===== src/rtl/ahb_test_mailbox_mon.sv =====
// ahb_test_mailbox_mon
//   Passive AHB-Lite write monitor. It snoops one master port and decodes
//   completed writes into:
//     - a pass/fail verdict (MARK_COUNT matching mailbox writes of PASS_CODE
//       or FAIL_CODE),
//     - a character stream (any other mailbox write pushes hwdata[7:0]),
//     - a GPR dump window of DUMP_WORDS 32-bit words.
//   Results are presented on ports so the surrounding bench chooses how to
//   report them.
//
// Ports
//   sysclk, sysrst_b     clock, asynchronous active-low reset
//   mon_htrans/hwrite/hsize/haddr/hwdata/hready   snooped AHB-Lite signals
//   test_pass, test_fail sticky verdict flags
//   test_done            one-cycle pulse when a verdict is first reached
//   chr_valid, chr_data  character FIFO head; chr_ready pops it
//   chr_ovf              sticky: a character was dropped (FIFO full)
//   dump_idx, dump_rdata dump word readback (0 when idx >= DUMP_WORDS)
//   dump_done            sticky: last dump word written
module ahb_test_mailbox_mon #(
   parameter logic [31:0] MBOX_ADDR   = 32'h2000_7C50,
   parameter logic [31:0] PASS_CODE   = 32'h0000_2002,
   parameter logic [31:0] FAIL_CODE   = 32'h0000_1001,
   parameter int unsigned MARK_COUNT  = 2,
   parameter logic [31:0] DUMP_BASE   = 32'h2000_7C60,
   parameter int unsigned DUMP_WORDS  = 16,
   parameter int unsigned CFIFO_DEPTH = 8
) (
   input  logic        sysclk,
   input  logic        sysrst_b,
   input  logic [1:0]  mon_htrans,
   input  logic        mon_hwrite,
   input  logic [2:0]  mon_hsize,
   input  logic [31:0] mon_haddr,
   input  logic [31:0] mon_hwdata,
   input  logic        mon_hready,
   output logic        test_pass,
   output logic        test_fail,
   output logic        test_done,
   output logic        chr_valid,
   output logic [7:0]  chr_data,
   input  logic        chr_ready,
   output logic        chr_ovf,
   input  logic [4:0]  dump_idx,
   output logic [31:0] dump_rdata,
   output logic        dump_done
);

   localparam int unsigned PW        = $clog2(CFIFO_DEPTH);
   localparam logic [31:0] DUMP_SPAN = 4 * DUMP_WORDS;
   localparam logic [PW:0] FIFO_FULL = CFIFO_DEPTH[PW:0];
   localparam logic [PW:0] OCC_ONE   = 1;
   localparam logic [PW-1:0] PTR_ONE = 1;

   typedef enum logic [1:0] {
      ST_RUN,
      ST_PASS,
      ST_FAIL
   } state_t;

   // ------------------------------------------------------------------
   // AHB pipeline: address phase latched, data phase completes on the
   // next cycle with hready high.
   // ------------------------------------------------------------------
   logic        pend_v;
   logic [31:0] pend_addr;
   logic [2:0]  pend_size;
   logic        addr_ok;
   logic        dph_done;

   assign addr_ok  = mon_hready & mon_hwrite &
                     ((mon_htrans == 2'b10) | (mon_htrans == 2'b11));
   assign dph_done = pend_v & mon_hready;

   always_ff @(posedge sysclk or negedge sysrst_b) begin
      if (!sysrst_b) begin
         pend_v    <= 1'b0;
         pend_addr <= '0;
         pend_size <= '0;
      end else if (mon_hready) begin
         // completing data phase and a new address phase share this edge
         pend_v <= addr_ok;
         if (addr_ok) begin
            pend_addr <= mon_haddr;
            pend_size <= mon_hsize;
         end
      end
   end

   // ------------------------------------------------------------------
   // Decode of the completing write
   // ------------------------------------------------------------------
   logic        mbox_hit;
   logic        pass_hit;
   logic        fail_hit;
   logic        chr_push;
   logic [31:0] dump_off;
   logic        dump_hit;
   logic [4:0]  dump_wi;

   assign mbox_hit = dph_done & (pend_addr == MBOX_ADDR);
   assign pass_hit = mbox_hit & (mon_hwdata == PASS_CODE);
   assign fail_hit = mbox_hit & (mon_hwdata == FAIL_CODE);
   assign chr_push = mbox_hit & ~pass_hit & ~fail_hit;

   // addresses below the base wrap to large offsets and miss the window
   assign dump_off = pend_addr - DUMP_BASE;
   assign dump_hit = dph_done & (dump_off < DUMP_SPAN) &
                     (pend_addr[1:0] == 2'b00) & (pend_size == 3'b010);
   assign dump_wi  = dump_off[6:2];

   // ------------------------------------------------------------------
   // Mark counters and verdict FSM
   // ------------------------------------------------------------------
   logic [3:0] pass_cnt;
   logic [3:0] fail_cnt;
   state_t     state;

   always_ff @(posedge sysclk or negedge sysrst_b) begin
      if (!sysrst_b) begin
         pass_cnt <= '0;
         fail_cnt <= '0;
      end else begin
         if (pass_hit && (pass_cnt != 4'hF)) pass_cnt <= pass_cnt + 4'd1;
         if (fail_hit && (fail_cnt != 4'hF)) fail_cnt <= fail_cnt + 4'd1;
      end
   end

   always_ff @(posedge sysclk or negedge sysrst_b) begin
      if (!sysrst_b) begin
         state     <= ST_RUN;
         test_pass <= 1'b0;
         test_fail <= 1'b0;
         test_done <= 1'b0;
      end else begin
         test_done <= 1'b0;
         case (state)
            ST_RUN: begin
               if ({28'd0, pass_cnt} >= MARK_COUNT) begin
                  state     <= ST_PASS;
                  test_pass <= 1'b1;
                  test_done <= 1'b1;
               end else if ({28'd0, fail_cnt} >= MARK_COUNT) begin
                  state     <= ST_FAIL;
                  test_fail <= 1'b1;
                  test_done <= 1'b1;
               end
            end
            default: ;
         endcase
      end
   end

   // ------------------------------------------------------------------
   // Character FIFO
   // ------------------------------------------------------------------
   logic [7:0]    cfifo [CFIFO_DEPTH];
   logic [PW-1:0] wr_ptr;
   logic [PW-1:0] rd_ptr;
   logic [PW:0]   occ;
   logic          fifo_full;
   logic          chr_pop;
   logic          push_ok;

   assign chr_valid = (occ != '0);
   assign chr_data  = cfifo[rd_ptr];
   assign fifo_full = (occ == FIFO_FULL);
   assign chr_pop   = chr_valid & chr_ready;
   // when full, the slot being written is the head leaving this cycle
   assign push_ok   = chr_push & (~fifo_full | chr_pop);

   always_ff @(posedge sysclk or negedge sysrst_b) begin
      if (!sysrst_b) begin
         for (int unsigned i = 0; i < CFIFO_DEPTH; i++) cfifo[i] <= '0;
         wr_ptr  <= '0;
         rd_ptr  <= '0;
         occ     <= '0;
         chr_ovf <= 1'b0;
      end else begin
         if (push_ok) begin
            cfifo[wr_ptr] <= mon_hwdata[7:0];
            wr_ptr        <= wr_ptr + PTR_ONE;
         end
         if (chr_pop) rd_ptr <= rd_ptr + PTR_ONE;
         case ({push_ok, chr_pop})
            2'b10:   occ <= occ + OCC_ONE;
            2'b01:   occ <= occ - OCC_ONE;
            default: ;
         endcase
         if (chr_push && fifo_full && !chr_pop) chr_ovf <= 1'b1;
      end
   end

   // ------------------------------------------------------------------
   // GPR dump window
   // ------------------------------------------------------------------
   logic [31:0] dump_mem [DUMP_WORDS];

   always_ff @(posedge sysclk or negedge sysrst_b) begin
      if (!sysrst_b) begin
         for (int unsigned i = 0; i < DUMP_WORDS; i++) dump_mem[i] <= '0;
         dump_done <= 1'b0;
      end else if (dump_hit) begin
         for (int unsigned i = 0; i < DUMP_WORDS; i++) begin
            if ({27'd0, dump_wi} == i) dump_mem[i] <= mon_hwdata;
         end
         if ({27'd0, dump_wi} == DUMP_WORDS - 1) dump_done <= 1'b1;
      end
   end

   always_comb begin
      dump_rdata = '0;
      for (int unsigned i = 0; i < DUMP_WORDS; i++) begin
         if ({27'd0, dump_idx} == i) dump_rdata = dump_mem[i];
      end
   end

endmodule


===== config.mk =====
export PLATFORM = sky130hd
export DESIGN_NAME = ahb_test_mailbox_mon
export DESIGN_NICKNAME = d
export VERILOG_FILES = /design/src/rtl/ahb_test_mailbox_mon.sv
export SDC_FILE = /design/constraint.sdc
export NUM_CORES = 1
export LEC_CHECK = 0
export CORE_MARGIN = 5
export CORE_UTILIZATION = 50
export CTS_BUF_LIST = sky130_fd_sc_hd__clkbuf_8
export CTS_CLUSTER_DIAMETER = 120
export CTS_CLUSTER_SIZE = 24
export DETAILED_ROUTE_END_ITERATION = 8
export PLACE_DENSITY = 0.74
export SYNTH_ARGS = -nofsm -noshare
export SYNTH_HDL_FRONTEND = slang
export SYNTH_SLANG_ARGS = --single-unit

===== constraint.sdc =====
create_clock -name sysclk -period 4.2 [get_ports sysclk]
set_clock_uncertainty 0.05 [all_clocks]
set_input_delay 0.63 -clock sysclk [delete_from_list [all_inputs] [get_ports sysclk]]
set_output_delay 0.63 -clock sysclk [all_outputs]
set_load 0.05 [all_outputs]

== After elaboration in Yosys (flattened, before gate mapping) ==
Index checks and enable logic that the tools add are counted.
Word-level totals
  output and inout bits: 46
  register bits after elaboration: 637
  logic and storage cells: 174
  bits of input ports: 79
Cells by class
  mux-type cells: 28
  add/subtract/negate cells: 7
  equality and inequality tests: 41
  order comparisons: 6
  reductions and logical operators: 33
  bitwise logic cells: 21
Operators by type and width (number)
  32-bit 2-to-1 mux: 16
  5-bit by 4-bit == test with 1-bit output (second input constant): 16
  64-bit bitwise mux: 1
  5-bit by 3-bit == test with 1-bit output (second input constant): 8
  2-bit AND reduction: 19
  32-bit by 13-bit == test with 1-bit output (second input constant): 1
  32-bit by 14-bit == test with 1-bit output (second input constant): 1
  32-bit by 30-bit == test with 1-bit output (second input constant): 1
  32-bit by 7-bit < comparator with 1-bit output (second input constant): 1
  32-bit by 30-bit subtractor with 32-bit output (second input constant): 1
  8-bit binary-select mux with 3-bit select: 1
  8-bit demux with 3-bit select: 1
  8-bit 2-to-1 mux: 3
  5-bit by 2-bit == test with 1-bit output (second input constant): 4
  1-bit bitwise AND: 13
  4-bit by 1-bit adder with 4-bit output (second input constant): 3
  5-bit by 1-bit == test with 1-bit output (second input constant): 2
  5-bit logical NOT: 2
  4-bit by 2-bit greater-or-equal comparator with 1-bit output (second input constant): 2
  4-bit greater-or-equal comparator (second input constant): 2
  4-bit inequality test (second input constant): 2
  3-bit NOT with 4-bit output: 2
  4-bit one-hot mux with 2 select lines: 1
  3-bit by 1-bit adder with 3-bit output (second input constant): 2
  other kinds (16): 31

== Depth between registers and ports, before layout ==
  depth after elaboration: 17
  depth in mapped cells: 12
  gate-level depth less buffers: 11

== Worst setup path before layout ==
Ideal clock, no wire load.
  kind: input -> output
  start point: in dump_idx[1]
  end point: out dump_rdata[29]
  path slack: -323 ps
  path buffers: 3
  arrival: 3843 ps
  stages: 9
  cells stage by stage: clkbuf_1 or3_1 clkbuf_1 nor3_1 clkbuf_1 a22oi_1 nand3_1 a2111oi_0 o41ai_1
Between the ends
  longest elaborated chain between the ends: 17
  elaborated cells between the ends (all ways): 32
Ends and longest elaborated chain
  from (decl): line 44  | input logic [4:0] dump_idx,
  5-bit logical NOT: line 214  | if ({27'd0, dump_idx} == i) dump_rdata = dump_mem[i];
  32-bit 2-to-1 mux (15 in a row): line 214
  32-bit 2-to-1 mux *: line 214
  to (decl): line 45  | output logic [31:0] dump_rdata,
Mark *: on every way between the ends. The rest lies on a longest branch, timed or not.

== Worst setup path in the final report ==
  start point: in dump_idx[4]
  end point: out dump_rdata[25]
Same word-level chain as after synthesis.

==> results.toml <==
[timing]
finalMaxSlewViolations = 0
worst_hold_slack_ns = 0.439
hold_viol_final = 0
timing.max_slew.rel_slack_pct = 39.1
rsz0062_at_grt = "no"
timing.final.ws_setup_ns = 0.0387
timing.setup.tns_ns = 0
timing.final.crit_period_ns = 4.16
worstMarginPinSlew_ns = 0.914
setup_viol = 0
finalCritPeriodShare_pct = 99.1
clock.fmax_mhz = 240

[setup_path]
setup.worst_path.class = "input pin to output port"
worst-path-max-fanout = 6
crit_chain = "clkdlybuf4s50_1 > or3b_2 > nor2_2 > buf_4 > nor2_1 > nand4_1 > a221oi_1 > or3_1 > a31oi_1 > buf_4 > buf_12"
worst_path_cell_with_the_longest_stage_delay = "sky130_fd_sc_hd__or3b_2"
cp.required_ns = 3.52
crit_buf_inv = 4
cell_type_group_with_the_largest_total_delay_on_the_critical_path = "simple AND/OR/NAND/NOR gates"
cp-end-kind = "output port"
worst-r2r-setup-slack_ns = 0.58
startpoint_type = "input pin"
critical-path-max-stage-delay_ns = 0.62
cell_mode_on_critical_path = "sky130_fd_sc_hd__buf_4"
timing.critical_path.arrival_ns = 3.48

[floorplanning]
design.portCount = 125
row_count = 88
chipHeight_um = 252
start_util_pct = 50.5
fp.dieW_um = 252
fp.dieArea_mm2 = 0.0634
coreArea_mm2 = 0.0578

[power_and_ir_drop]
cellLeakagePower_uw = 0.0160
peakVddDrop_mv = 0.269
power.density_mw_per_mm2 = 306

[grt]
antenna_found_initial = 2
residual_overflow_from_global_routing = 0
gr-usage-all-layers_pct = 24.8
wire_length_of_the_first_global_routing_pass_mm = 124
grt_max_degree = 115
first_global_vias = 20900

[synth]
synth-edff-count = 0
yosys_register_bits = 637
synth_nets = 2318
ys.warnings.count = 0
synth_area_mm2 = 0.0292
syn-instance-count = 2228
post_synth.cell_area_avg_um2 = 13.1
async_reset_ff_share_pct = 100
yosys.cell_types.count = 77
dominantRegCellSynth = "sky130_fd_sc_hd__dfrtp_1"
proportion_of_synthesized_chip_area_in_sequential_cells_pct = 54.6

[clocking]
clock_tree.htree_level_count = 1
max-clock-path-buffers = 3
ctsRootBufferMaster = "sky130_fd_sc_hd__clkbuf_8"
clock_transition_at_the_register_clock_pins_on_the_worst_setup_and_hold_paths_after_cts_ns = 0.14
clock_latency_of_the_later_clocked_register_in_the_worst_skew_pair_ns = 0.68
cts-buffers-inserted = 30
cts_tree = "done"
numClockSinks = 637

[drt]
drt-pass1-iter-count = 6
post_drt_via_cell_ratio = 6.30
routed_wl_mm = 79.8
wl_per_cell_um = 25.3
route.vias.total = 19900
drt_drc_violations_left = 0
postRouteAntennaNets = 0
dr_iter_0_viols = 2041

[final_layout]
num-nets-final = 2479
area_growth_syn_to_layout_pct = 13.5
mostFrequentLayoutCell = "sky130_fd_sc_hd__dfrtp_1"
fraction_of_layout_instances_using_a_drive_strength_above_1_pct = 37.3
mostFrequentLayoutCells = "637 x sky130_fd_sc_hd__dfrtp_1, 537 x sky130_fd_sc_hd__mux2_2, 161 x sky130_fd_sc_hd__buf_4, 112 x sky130_fd_sc_hd__nand2_1, 88 x sky130_fd_sc_hd__clkdlybuf4s50_1"
fin_util_pct = 57.4

[run]
max-cap-violations = 0

[placed_design]
dp_slack_ns = -0.0214
gp_weighted_congestion = 0.881
port-buffer-count = 123
dp.final_hpwl_mm = 52.7

[hold_path]
holdCritPathClass = "flop to flop"

[status]
status = "finished, final reports clean"
## through the flow
step / instances / instance area, µm² / power, µW
floorplan: 2228 / 29200 / 7160
global placement: 3118 / 32600 / 7760
detailed placement: 3118 / 32600 / 7810
CTS: 3151 / 33100 / 10200
global route: 3155 / 33200 / 10600
finish: 3156 / 33200 / 10200
## worst reg2reg max path, stage by stage, from the launching register on
cell and delay [ns]:
sky130_fd_sc_hd__dfrtp_1 0.50, sky130_fd_sc_hd__ha_1 0.42, sky130_fd_sc_hd__nor4b_1 0.35, sky130_fd_sc_hd__o31ai_1 0.14, sky130_fd_sc_hd__a2111oi_2 0.31, sky130_fd_sc_hd__nand4_1 0.36, sky130_fd_sc_hd__or4_2 0.74, sky130_fd_sc_hd__buf_4 0.29
sky130_fd_sc_hd__mux2_2 0.38
## cell usage after synthesis, types with 17 or more instances
cell type,count,area share (%)
sky130_fd_sc_hd__a21oi_1,35,0.60
sky130_fd_sc_hd__a221oi_1,31,0.93
sky130_fd_sc_hd__a22oi_1,56,1.4
sky130_fd_sc_hd__a31oi_1,21,0.45
sky130_fd_sc_hd__buf_2,46,0.79
sky130_fd_sc_hd__clkbuf_1,111,1.4
sky130_fd_sc_hd__dfrtp_1,637,55
sky130_fd_sc_hd__mux2_1,56,2.2
sky130_fd_sc_hd__mux2_2,537,21
sky130_fd_sc_hd__mux2_4,30,1.5
sky130_fd_sc_hd__mux2i_1,19,0.65
sky130_fd_sc_hd__nand2_1,117,1.5
sky130_fd_sc_hd__nand3_1,32,0.55
sky130_fd_sc_hd__nor2_1,61,0.78
sky130_fd_sc_hd__nor3_1,21,0.36
sky130_fd_sc_hd__o21ai_0,86,1.5
sky130_fd_sc_hd__o22ai_1,35,0.75
sky130_fd_sc_hd__or3_1,17,0.36
## kinds of logic after synthesis
logic type | share of synthesized area (%)
buf+inv | 2.90
simple gates | 6.61
mux | 26.3
flops | 54.6
fa+ha+maj | 0.497
xor+xnor | 0.450
compound gates | 8.68
## worst paths after layout
path / startpoint / endpoint / cells after the start
max: dump_idx[4] / dump_rdata[25] / 11
min reg2reg: test_fail$_DFFE_PN0P_ / test_fail$_DFFE_PN0P_ / 1
min in group asynchronous: sysrst_b / pend_addr[20]$_DFFE_PN0P_ / 2
min: test_fail$_DFFE_PN0P_ / test_fail$_DFFE_PN0P_ / 1
max reg2reg: pend_addr[6]$_DFFE_PN0P_ / dump_mem[78]$_DFFE_PN0P_ / 8
max in group asynchronous: sysrst_b / dump_mem[247]$_DFFE_PN0P_ / 4
## power breakdown
group	internal, µW	switching [µW]	leakage (µW)
Sequential	6230	170	0.00880
Combinational	544	753	0.00699
Clock	673	1790	0.000230
## flip-flops by register name, indices dropped and copies added, names as in the netlist, 2 cells and up
name / count
dump_mem: 512
cfifo: 64
pend_addr: 32
fail_cnt: 4
occ: 4
pass_cnt: 4
pend_size: 3
rd_ptr: 3
wr_ptr: 3
state: 2
## timing repair
action / in CTS / in global routing
buffers inserted: 0 / 3
hold endpoints to repair: 86 / 0
endpoints found under the setup margin: 1 / 17
hold buffers: 1 / 0
resized for setup: 1 / 12
## metal layers
layer | wire length [µm] | part of all wire (%) | up-vias | global-route usage [%]
li1 | - | - | 8551 | -
met1 | 32400 | 41 | 10500 | 33.9
met2 | 39600 | 50 | 711 | 42.0
met3 | 5470 | 6.9 | 157 | 3.15
met4 | 2380 | 3.0 | 0 | 7.09
met5 | 0 | 0 | - | 0
## layout make-up
type	instances	area (µm²)
sequential	637	15900
fill	4541	24600
clock buffer	31	427
antenna	2	5.00
timing repair buffer	307	3210
tap	765	957
clock inverter	1	16.3
multi-input combinational	1403	12600
inverter	10	37.5
Note: power is estimated with default switching activity, not from simulation.
